### config.mk
export PLATFORM = sky130hd
export DESIGN_NAME = tank_sched
export DESIGN_NICKNAME = d
export VERILOG_FILES = /design/src/rtl/tank_sched.sv
export SDC_FILE = /design/constraint.sdc
export NUM_CORES = 1
export LEC_CHECK = 0
export ABC_AREA = 1
export CAP_MARGIN = 10
export CORE_ASPECT_RATIO = 2
export CORE_MARGIN = 1.5
export CORE_UTILIZATION = 48
export CTS_BUF_LIST = sky130_fd_sc_hd__clkbuf_16
export DETAILED_ROUTE_END_ITERATION = 10
export GPL_TIMING_DRIVEN = 0
export PLACE_DENSITY_LB_ADDON = 0.25
export SKIP_CTS_REPAIR_TIMING = 1
export SLEW_MARGIN = 20
export SYNTH_ARGS = -nofsm -noshare
export SYNTH_HDL_FRONTEND = slang
export SYNTH_SLANG_ARGS = --single-unit
### constraint.sdc
create_clock -name clk -period 4.2 [get_ports clk]
set_input_delay 0.42 -clock clk [delete_from_list [all_inputs] [get_ports clk]]
set_output_delay 0.42 -clock clk [all_outputs]
set_load 0.005 [all_outputs]
### src/rtl/tank_sched.sv
// Tank sprite scheduler: double-buffered 4-slot tank table, per-line row scan,
// and per-pixel lowest-index hit selection with registered renderer outputs.
module tank_sched #(
  parameter int unsigned X_ORG = 160,
  parameter int unsigned Y_ORG = 40,
  parameter int unsigned CELL  = 20
) (
  input  logic        clk,
  input  logic        rst,
  input  logic [10:0] VGA_xpos,
  input  logic [10:0] VGA_ypos,
  input  logic        wr_en,
  input  logic [1:0]  wr_idx,
  input  logic [4:0]  wr_x,
  input  logic [4:0]  wr_y,
  input  logic [1:0]  wr_dir,
  input  logic        wr_state,
  input  logic        wr_ide,
  output logic [4:0]  x_rel_pos,
  output logic [4:0]  y_rel_pos,
  output logic [1:0]  tank_dir,
  output logic        tank_state,
  output logic        tank_ide,
  output logic        tank_hit,
  output logic [1:0]  sel_idx,
  output logic        busy
);

  typedef struct packed {
    logic [4:0] x;
    logic [4:0] y;
    logic [1:0] dir;
    logic       state;
    logic       ide;
  } slot_t;

  typedef enum logic [1:0] {IDLE, SCAN, DRIVE} fsm_t;

  slot_t [3:0] shadow;
  slot_t [3:0] active;
  fsm_t        fsm;
  logic [1:0]  cnt;
  logic [3:0]  row_mask;
  logic        commit;
  logic        hit;
  logic [1:0]  hit_idx;

  // Cell window is centre-10 .. centre+9; 12-bit math keeps the top cell from wrapping.
  function automatic logic in_win(input logic [10:0] pos, input logic [4:0] rel,
                                  input logic [11:0] org);
    logic [11:0] c;
    logic [11:0] lo;
    logic [11:0] hi;
    c  = 12'(rel) * 12'(CELL) + org;
    lo = (c >= 12'd10) ? c - 12'd10 : '0;
    hi = c + 12'd9;
    return ({1'b0, pos} >= lo) && ({1'b0, pos} <= hi);
  endfunction

  assign commit = (VGA_xpos == '0) && (VGA_ypos == '0);

  // Active copies the pre-write shadow on a commit cycle, so a same-cycle write waits a frame.
  always_ff @(posedge clk) begin
    if (rst) begin
      shadow <= '0;
      active <= '0;
    end else begin
      if (wr_en)
        shadow[wr_idx] <= '{x: wr_x, y: wr_y, dir: wr_dir, state: wr_state, ide: wr_ide};
      if (commit)
        active <= shadow;
    end
  end

  always_comb begin
    hit     = 1'b0;
    hit_idx = '0;
    for (int unsigned i = 0; i < 4; i++) begin
      if (!hit && row_mask[i] && in_win(VGA_xpos, active[i].x, 12'(X_ORG))) begin
        hit     = 1'b1;
        hit_idx = 2'(i);
      end
    end
  end

  always_ff @(posedge clk) begin
    if (rst) begin
      fsm        <= IDLE;
      cnt        <= '0;
      row_mask   <= '0;
      busy       <= 1'b0;
      tank_hit   <= 1'b0;
      sel_idx    <= '0;
      x_rel_pos  <= '0;
      y_rel_pos  <= '0;
      tank_dir   <= '0;
      tank_state <= 1'b0;
      tank_ide   <= 1'b0;
    end else begin
      tank_hit <= 1'b0;
      if (VGA_xpos == '0) begin
        fsm  <= SCAN;
        cnt  <= '0;
        busy <= 1'b1;
      end else begin
        case (fsm)
          SCAN: begin
            row_mask[cnt] <= active[cnt].state && in_win(VGA_ypos, active[cnt].y, 12'(Y_ORG));
            cnt <= cnt + 2'd1;
            if (cnt == 2'd3) begin
              fsm  <= DRIVE;
              busy <= 1'b0;
            end
          end
          DRIVE: begin
            if (hit) begin
              tank_hit   <= 1'b1;
              sel_idx    <= hit_idx;
              x_rel_pos  <= active[hit_idx].x;
              y_rel_pos  <= active[hit_idx].y;
              tank_dir   <= active[hit_idx].dir;
              tank_state <= active[hit_idx].state;
              tank_ide   <= active[hit_idx].ide;
            end
          end
          default: ;
        endcase
      end
    end
  end

endmodule

## Word-level counts from Yosys, hierarchy flattened

Index checks and enable logic that the tools add are counted.

- Output and inout bits: 18
- Flip-flop bits (word level): 138
- Word-level logic and storage cells: 156
- Bits of input ports: 41

- Muxes and demuxes: 29
- $lt $le $gt $ge: 20
- Bitwise operators: 2
- $mul: 5
- Equal/unequal tests: 3
- Add/sub/neg operators: 16
- Reduce and logical (&&, ||, !) cells: 29

Operator list:

| cell | count |
|---|---|
| adder 11 x 4 -> 12 bit, second input constant | 5 |
| greater-or-equal comparator 11 x 12 -> 1 bit | 5 |
| <= comparator 11 x 12 -> 1 bit | 5 |
| two-way mux 12 bit | 5 |
| subtractor 11 x 4 -> 12 bit, second input constant | 5 |
| binary-select mux 14 bit (select 2 bit) | 2 |
| bitwise mux 56 bit | 1 |
| greater-or-equal comparator 11 x 4 -> 1 bit, second input constant | 5 |
| adder 10 x 8 -> 11 bit, second input constant | 4 |
| multiplier 5 x 3 -> 8 bit, second input constant | 5 |
| demux 14 bit (select 2 bit) | 1 |
| two-way mux 14 bit | 2 |
| logical NOT 11 bit | 2 |
| logical AND 1 bit | 16 |
| two-way mux 1 bit | 13 |
| adder 10 x 6 -> 11 bit, second input constant | 1 |
| less-than comparator 2 x 3 -> 1 bit, second input constant | 3 |
| two-way mux 9 bit | 1 |
| AND reduction 2 bit | 3 |
| bitwise mux 4 bit | 1 |
| == test 2 bit, second input constant | 2 |
| greater-or-equal comparator 2 x 1 -> 1 bit, second input constant | 2 |
| two-way mux 2 bit | 2 |
| nonzero test 2 bit | 2 |
| other kinds (8) | 11 |

## Logic depth before layout (Yosys ltp)

Gate-level depths: netlist of run 1.

- Depth in word-level cells: 22
- Depth in mapped cells: 36
- Mapped depth without buffers: 33

## Worst setup path before layout of run 1

OpenSTA, ideal clock, no wires.

- Path kind: reg2reg
- From: register active[52] in the netlist's numbering
- To: register x_rel_pos[0]
- Library setup time: 109 ps
- Path buffers: 3
- Required time: 4,091 ps
- Arrival: 4,138 ps
- Period minus slack after synthesis: 4,247 ps
- Setup slack: -47 ps
- Stages on the path, launching flop included: 35
- Cell sequence: dfxtp_1 -> ha_1 -> ha_1 -> inv_1 -> fa_1 -> inv_1 -> ha_1 -> inv_1 -> nand2_1 -> nor2_1 -> nand2_1 -> or3_1 -> clkbuf_1 -> o21ai_0 -> ha_1 -> nand2_1 -> inv_1 -> a21oi_1 -> nand2_1 -> nand2_1 -> nand3_1 -> nand2_1 -> nand2_1 -> nand2_1 -> nor2_1 -> nand2_1 -> nand2_2 -> nand2_2 -> buf_6 -> buf_6 -> nand2_1 -> nand3_1 -> nand3_2 -> nand2_1 -> inv_1

- Word-level cells in the longest chain between the ends: 10
- Elaborated cells between the ends (all ways): 15
- Classes of those cells: add/sub (3); mul (1); order compare (3); mux (5); reduce/logical (3)

RTL lines:

| item | line | RTL |
|---|---|---|
| start: declaration | 40 | `slot_t [3:0] active;` |
| start signal: assignment | 71 | `active <= shadow;` |
| multiplier 5 x 3 -> 8 bit (*) | 54 | `c = 12'(rel) * 12'(CELL) + org;` |
| adder 10 x 8 -> 11 bit (*) | 54 |  |
| subtractor 11 x 4 -> 12 bit or greater-or-equal comparator 11 x 4 -> 1 bit (tied branches) | 55 | `lo = (c >= 12'd10) ? c - 12'd10 : '0;` |
| two-way mux 12 bit | 55 |  |
| greater-or-equal comparator 11 x 12 -> 1 bit | 57 | `return ({1'b0, pos} >= lo) && ({1'b0, pos} <= hi);` |
| logical AND 1 bit (*) | 57 |  |
| logical AND 1 bit (*) | 79 | `if (!hit && row_mask[i] && in_win(VGA_xpos, active[i].x, 12'(X_ORG))) begin` |
| two-way mux 2 bit | 79 |  |
| binary-select mux 14 bit (select 2 bit) | 119 | `x_rel_pos <= active[hit_idx].x;` |
| two-way mux 14 bit | -- |  |
| end signal: assignment | 119 |  |
| end: declaration | 19 | `output logic [4:0] x_rel_pos,` |

Every way passes the cells marked *; elsewhere a longest branch is shown, timed or not. The select of a mux whose other input is x is not followed.
A chain may end at the register's enable or synchronous reset.

## Worst setup path in the final report of run 1

- From: register cnt[0]
- To: register row_mask[3]

- Word-level cells in the longest chain between the ends: 10
- Elaborated cells between the ends (all ways): 18
- Classes of those cells: add/sub (3); mul (1); order compare (5); mux (6); reduce/logical (3)

RTL lines:

| item | line | RTL |
|---|---|---|
| start: declaration | 42 | `logic [1:0] cnt;` |
| start signal: assignment | 109 | `cnt <= cnt + 2'd1;` |
| binary-select mux 14 bit (select 2 bit) | 108 | `row_mask[cnt] <= active[cnt].state && in_win(VGA_ypos, active[cnt].y, 12'(Y_ORG));` |
| two-way mux 9 bit (implied by the code) | 108 |  |
| multiplier 5 x 3 -> 8 bit | 54 |  |
| adder 10 x 6 -> 11 bit | 54 |  |
| subtractor 11 x 4 -> 12 bit or greater-or-equal comparator 11 x 4 -> 1 bit (tied branches) | 55 |  |
| two-way mux 12 bit | 55 |  |
| greater-or-equal comparator 11 x 12 -> 1 bit | 57 |  |
| logical AND 1 bit | 57 |  |
| logical AND 1 bit | 108 |  |
| bitwise mux 4 bit (*) | 108 |  |
| end signal: indexed assignment | 108 |  |
| end: declaration | 43 | `logic [3:0] row_mask;` |

Marks and branches as above.

==> results of run 1 <==
cells in the mapped netlist (2+ instances only):
master    instances
buf_4             2
nor3_1           17
a31oi_1           2
a211oi_1          2
o21ai_0         147
inv_2             5
dfxtp_1         137
a21oi_2           2
nand3_2          12
xor2_1           18
ha_1            157
nor2_1          119
a21boi_0          5
inv_1           233
or2_2             7
buf_6             9
clkbuf_1         35
o21a_1            2
o21ai_1           2
nand3_1         133
nand2_4           3
nand4_1          15
a21o_1            6
a41oi_1           2
xnor2_1          15
nor2_2            3
nand3b_1          3
a21oi_1         169
fa_1              5
nand2_1         260
nand2_2          14
buf_2             3
and3_1            3
nor4_1            5
per-stage QoR:
stage,setup TNS (ps),hold WS (ps),util [%],power [mW],cells
after floorplan,0,420,-,1.52,1570
after global placement,-15300,430,53.2,1.64,1903
after detailed placement,-16510,435,53.2,1.65,1903
after CTS,-17030,443,55.5,2.94,1935
after global routing,-10670,451,62.6,3.04,1989
final,-6220,445,62.6,2.95,1989
cell type report:
cell class                 instances  area (um^2)  share of cell area [%]
clock buffer                      17          425                    3.07
timing repair buffer             111         1070                    7.70
sequential                       137         2770                    19.9
inverter                         240          916                    6.60
tap                              276          345                    2.49
buffer                            51          372                    2.68
multi-input combinational       1142         7890                    56.9
clock inverter                    15         90.1                   0.649
sequential cells by signal, indices dropped and copies added (netlist names):
register,cells
tank_hit,1
fsm,2
x_rel_pos,5
sel_idx,2
tank_ide,1
shadow,56
row_mask,4
y_rel_pos,5
tank_state,1
active,56
tank_dir,2
cnt,2
worst reg2reg max path, delay by kind of cell, from the launching register on:
kind / cells / cell delay, ps
compound gates: 9 / 1150
fa+ha+maj: 4 / 1040
buf+inv: 7 / 700
flops: 1 / 370
simple gates: 8 / 1190
routing by layer:
layer	vias to the layer above	global-route usage (%)
met4	0	19.4
met1	4960	25.7
li1	5453	-
met2	349	52.8
met3	167	3.23
met5	-	0
logic make-up after synthesis:
logic type      after synthesis  synth area share (%)
flops                       137                  25.3
xor+xnor                     35                  3.07
buf+inv                     291                  10.8
other cells                   1                0.0346
fa+ha+maj                   162                  19.0
simple gates                600                  25.0
compound gates              344                  16.7
power by group:
| group | switching, mW | internal [mW] |
|---|---|---|
| combinational | 0.178 | 0.120 |
| clock | 0.578 | 0.738 |
| sequential | 0.0139 | 1.32 |
| total | 0.771 | 2.18 |
worst min path at each step:
stage                    start         end  slack [ps]  depth (start not counted)
detailed placement  shadow[43]  shadow[43]         430                          2
global placement    shadow[53]  shadow[53]         430                          2
global route        shadow[53]  shadow[53]         450                          2
CTS                 shadow[43]  shadow[43]         440                          2
floorplan           shadow[28]  shadow[28]         420                          2
finish              shadow[50]  shadow[50]         440                          2
==> flow_metrics.py, run 1 <==
metrics = {
    "clocking": {
        "clkSlewWorstSetupHoldPaths_ps": 60,
        "cts.path.max_buffers": 2,
        "numClockSinks": 137,
        "cts_tree": "done",
        "htree_depth": 4,
        "numCtsBuffers": 17,
        "clock_tree.root_cell": "clkbuf_16",
        "worstSkewPairLatency_ps": 430,
    },
    "power": {
        "leakage_component_of_the_power_nw": 6.05,
        "power-per-cell-area_mw_per_mm2": 213,
        "vdd.ir_drop.worst_mv": 0.300,
    },
    "final_layout": {
        "drive_gt1_share_pct": 18.6,
        "stdcell_area_mm2": 0.0139,
        "final_nets": 1903,
        "layout_commonest_cell": "inv_1",
        "fill_cells": 1988,
        "area_delta_synth_final_pct": 28.0,
        "mostFrequentLayoutCells": "inv_1 (221), nand2_1 (215), a21oi_1 (160)",
        "n_antenna_cell": 0,
    },
    "global_route": {
        "grt_antenna_before_repair": 0,
        "gr-usage-all-layers_pct": 27.5,
        "wire_length_of_the_first_global_routing_pass_um": 49700,
        "global_route.overflow_total": 0,
        "grt_max_degree": 17,
        "first_global_vias": 10300,
    },
    "synth": {
        "post-synth-top-area-fraction_pct": 25.3,
        "post_synth.cell_area_avg_um2": 6.91,
        "ys_seq_elements": 137,
        "count_of_unique_library_cells_instantiated_by_yosys": 52,
        "synth-edff-count": 0,
        "postSynth.asyncResetShare_pct": 0,
        "synth.area.top_cells": "dfxtp_1 (25%), ha_1 (18%), nand2_1 (9.0%)",
        "mappedNetlistNets": 1773,
        "synth_ff_type": "dfxtp_1",
        "yosysSeqAreaShare_pct": 25.3,
        "syn_area_mm2": 0.0108,
        "postSynthCellCount": 1570,
        "synthesis.yosys.warnings": 0,
        "yosys.area.top_type": "dfxtp_1",
    },
    "sta": {
        "final-hold-violation-count": 0,
        "timing.final.max_slew_violations": 0,
        "period_minus_slack_ps": 4580,
        "final-setup-viol-count": 21,
        "worstMarginPinSlew_ps": 833,
        "final.period_utilization_pct": 109,
        "achievable-frequency_ghz": 0.218,
        "max_clock_skew_ps": 11.6,
        "finalWorstSetupSlack_ps": -378,
        "grt_setup_unrepaired": "true",
        "max-slew-margin-rel_pct": 44.3,
    },
    "run_status": {
        "violations": "setup timing",
        "status": "finished, violations left",
    },
    "floorplanning": {
        "io_pins": 59,
        "design.die.area_mm2": 0.0236,
        "rows": 77,
        "floorplan.die.width_um": 109,
        "core_area_mm2": 0.0222,
        "floorplan.initialDensity_pct": 48.9,
        "chipHeight_um": 216,
    },
    "place": {
        "gp_routability_congestion": 0.969,
        "placement.io_buffers": 57,
        "dpl_worst_slack_ps": -1110,
        "dp_hpwl_um": 25800,
        "post_dp_cell_area_mm2": 0.0118,
    },
    "critical_path": {
        "reg2reg_setup_slack_ps": -380,
        "cp-startpoint": "cnt[0]",
        "crit_path_max_fanout": 7,
        "crit_path_start_kind": "flop",
        "critical_path.reg2reg.startpoint": "cnt[0]",
        "cp_top_family": "simple AND/OR/NAND/NOR gates",
        "last_element_of_the_critical_path": "row_mask[3]",
        "timing.critical_path.buf_inv": 7,
        "critical_path_depth": 28,
        "critical_path_max_stage_delay_ps": 520,
        "critPathCaptureType": "flop",
        "crit-reg2reg-capture": "row_mask[3]",
        "worst-setup-path-type": "flop to flop",
        "rr_worst_depth": 28,
        "critPathRequiredTime_ps": 4500,
        "crit_path_top_delay_cell": "fa_1",
        "timing.critical_path.arrival_ps": 4880,
    },
    "route": {
        "vias": 10900,
        "finalWirelength_um": 34300,
        "top_layer": "met4",
        "firstDrtPassIters": 6,
        "antenna_left": 0,
        "dr.first_iter.drc_count": 572,
        "route.detailed.vias_per_inst": 5.49,
        "routedWlPerCell_um": 17.2,
        "route.detailed.drc": 0,
        "routed-wl-met3_um": 1390,
        "dr_wl_met2_um": 18000,
        "routedLengthMet1_um": 11700,
    },
    "min_path": {
        "hold_path_class": "flop to flop",
    },
    "run": {
        "cap_viol_max_count": 0,
    },
}
Note: power is estimated with default switching activity, not from simulation.
==> inputs of run 2 (changes only) <==
--- a/config.mk
+++ b/config.mk
@@ -8,7 +8,7 @@
 export ABC_AREA = 1
 export CAP_MARGIN = 10
 export CORE_ASPECT_RATIO = 2
-export CORE_MARGIN = 1.5
+export CORE_MARGIN = 4
 export CORE_UTILIZATION = 48
 export CTS_BUF_LIST = sky130_fd_sc_hd__clkbuf_16
 export DETAILED_ROUTE_END_ITERATION = 10
==> run 2 against run 1 <==
The flow still finishes with violations (setup timing); final area is 1.5% lower; combinational power is 1% lower; via count is 1.5% lower; register-to-register slack worse by 150 ps; largest cell class unchanged.
==> flow_metrics.py, run 2 (synthesis gave the netlist of run 1 again) <==
metrics = {
    "place": {
        "dp_hpwl_um": 25700,
        "placement.io_buffers": 57,
        "gp_routability_congestion": 0.950,
    },
    "sta": {
        "achievable-frequency_ghz": 0.211,
        "period_minus_slack_ps": 4730,
        "final-setup-viol-count": 21,
        "grt_setup_unrepaired": "true",
        "timing.final.max_slew_violations": 0,
        "max_clock_skew_ps": 6.22,
        "finalWorstSetupSlack_ps": -530,
        "worstMarginPinSlew_ps": 788,
        "max-slew-margin-rel_pct": 47.3,
        "final.period_utilization_pct": 113,
        "final-hold-violation-count": 0,
        "fin_tns_setup_ps": -9250,
        "fin_worst_hold_slack_ps": 441,
    },
    "power": {
        "power-per-cell-area_mw_per_mm2": 221,
        "leakage_component_of_the_power_nw": 6.04,
        "vdd.ir_drop.worst_mv": 0.350,
    },
    "clocking": {
        "numClockSinks": 137,
        "numCtsBuffers": 17,
        "clkSlewWorstSetupHoldPaths_ps": 60,
        "worstSkewPairLatency_ps": 430,
        "cts_tree": "done",
        "htree_depth": 4,
        "clock_tree.root_cell": "clkbuf_16",
        "cts.path.max_buffers": 2,
    },
    "critical_path": {
        "worst_path_most_repeated_cell": "nand2_2",
        "critical_path_max_stage_delay_ps": 540,
        "critPathRequiredTime_ps": 4530,
        "critical_path.reg2reg.startpoint": "active[54]",
        "crit_path_start_kind": "flop",
        "timing.critical_path.arrival_ps": 5060,
        "critPathCaptureType": "flop",
        "worst-setup-path-type": "flop to flop",
        "crit_path_top_delay_cell": "fa_1",
        "crit_path_max_fanout": 8,
        "cp-startpoint": "active[54]",
    },
    "final_layout": {
        "final_nets": 1897,
        "mostFrequentLayoutCells": "nand2_1 (229), inv_1 (220), a21oi_1 (158)",
        "layout_commonest_cell": "nand2_1",
        "drive_gt1_share_pct": 17.0,
        "area_delta_synth_final_pct": 26.0,
        "largest_regs": "active: 56 flops, shadow: 56 flops",
        "final_util_pct": 61.7,
        "n_antenna_cell": 0,
    },
    "global_route": {
        "first_global_vias": 10200,
        "grt_max_degree": 17,
        "global_route.overflow_total": 0,
        "grt_antenna_before_repair": 0,
        "gr-usage-all-layers_pct": 25.1,
        "wire_length_of_the_first_global_routing_pass_um": 49500,
    },
    "route": {
        "route.detailed.drc": 0,
        "dr.first_iter.drc_count": 609,
        "antenna_left": 0,
        "firstDrtPassIters": 5,
        "vias": 10800,
        "route.detailed.vias_per_inst": 5.43,
        "finalWirelength_um": 33200,
        "routedWlPerCell_um": 16.8,
    },
    "run": {
        "cap_viol_max_count": 0,
    },
    "run_status": {
        "status": "finished, violations left",
        "violations": "setup timing",
    },
    "min_path": {
        "holdCritStartpoint": "shadow[51]",
        "hold_path_class": "flop to flop",
    },
    "floorplanning": {
        "chipHeight_um": 221,
        "design.die.area_mm2": 0.0252,
        "floorplan.die.width_um": 114,
        "rows": 77,
        "core_area_mm2": 0.0222,
        "io_pins": 59,
        "floorplan.initialDensity_pct": 48.9,
    },
}
run 2: cell types whose count changed in the layout (fill, tap and decap cells not counted), moves of 3 or more:
cell	previous run	this run
o21ai_2	8	5
o21ai_1	2	8
ha_2	4	7
o21ai_0	139	135
clkinvlp_4	6	2
clkinv_2	1	5
ha_4	23	20
nand2_4	21	14
nand3_4	17	7
buf_4	45	38
nand2_2	41	34
nand3_1	96	108
nand2_1	215	229
run 2: area by class of cell:
cell class | count | area (um^2)
Buffer | 50 | 352
Clock buffer | 17 | 425
Clock inverter | 13 | 114
Fill cell | 2019 | 8500
Inverter | 240 | 916
Multi-Input combinational cell | 1142 | 7700
Sequential cell | 137 | 2770
Tap cell | 276 | 345
Timing Repair Buffer | 105 | 1030
Timing Repair inverter | 1 | 5.00
run 2: path summary, 6_finish.rpt:
| path | slack [ps] | endpoint | cells past startpoint |
|---|---|---|---|
| min | 440 | shadow[51] | 2 |
| min reg2reg | 440 | shadow[51] | 2 |
| max reg2reg | -530 | y_rel_pos[1] | 35 |
| max | -530 | y_rel_pos[1] | 35 |
run 2: critical path, delay by kind of cell, from the launching register on:
family	cells	cell delay, ps
AOI/OAI and AO/OA	2	210
buffers and inverters	9	760
DFF	1	370
and+or+nand+nor	19	1910
adders and majority gates	5	1390
run 2: per-layer routing:
metal  GRT usage (%)  wire length (um)  vias to the layer above
li1                -                 -                     5422
met1            23.7             11500                     4964
met2            48.4             17900                      256
met3            3.50              1030                      122
met4            17.6              2730                        0
met5               0                 0                        -
run 2: through the flow:
step / setup slack (ps) / area, um^2 / power [mW] / instances
4_1_cts: -1120 / 12300 / 3.02 / 1933
2_1_floorplan: 4.72 / 10900 / 1.52 / 1570
3_5_place_dp: -1080 / 11800 / 1.65 / 1903
6_report: -530 / 13700 / 3.01 / 1981
3_3_place_gp: -1120 / 11800 / 1.64 / 1903
5_1_grt: -711 / 13700 / 3.12 / 1981
run 2: power by group:
group | internal, mW | leakage (nW) | switching, mW
combinational | 0.118 | 4.65 | 0.176
clock | 0.848 | 0.265 | 0.534
sequential | 1.32 | 1.12 | 0.0144
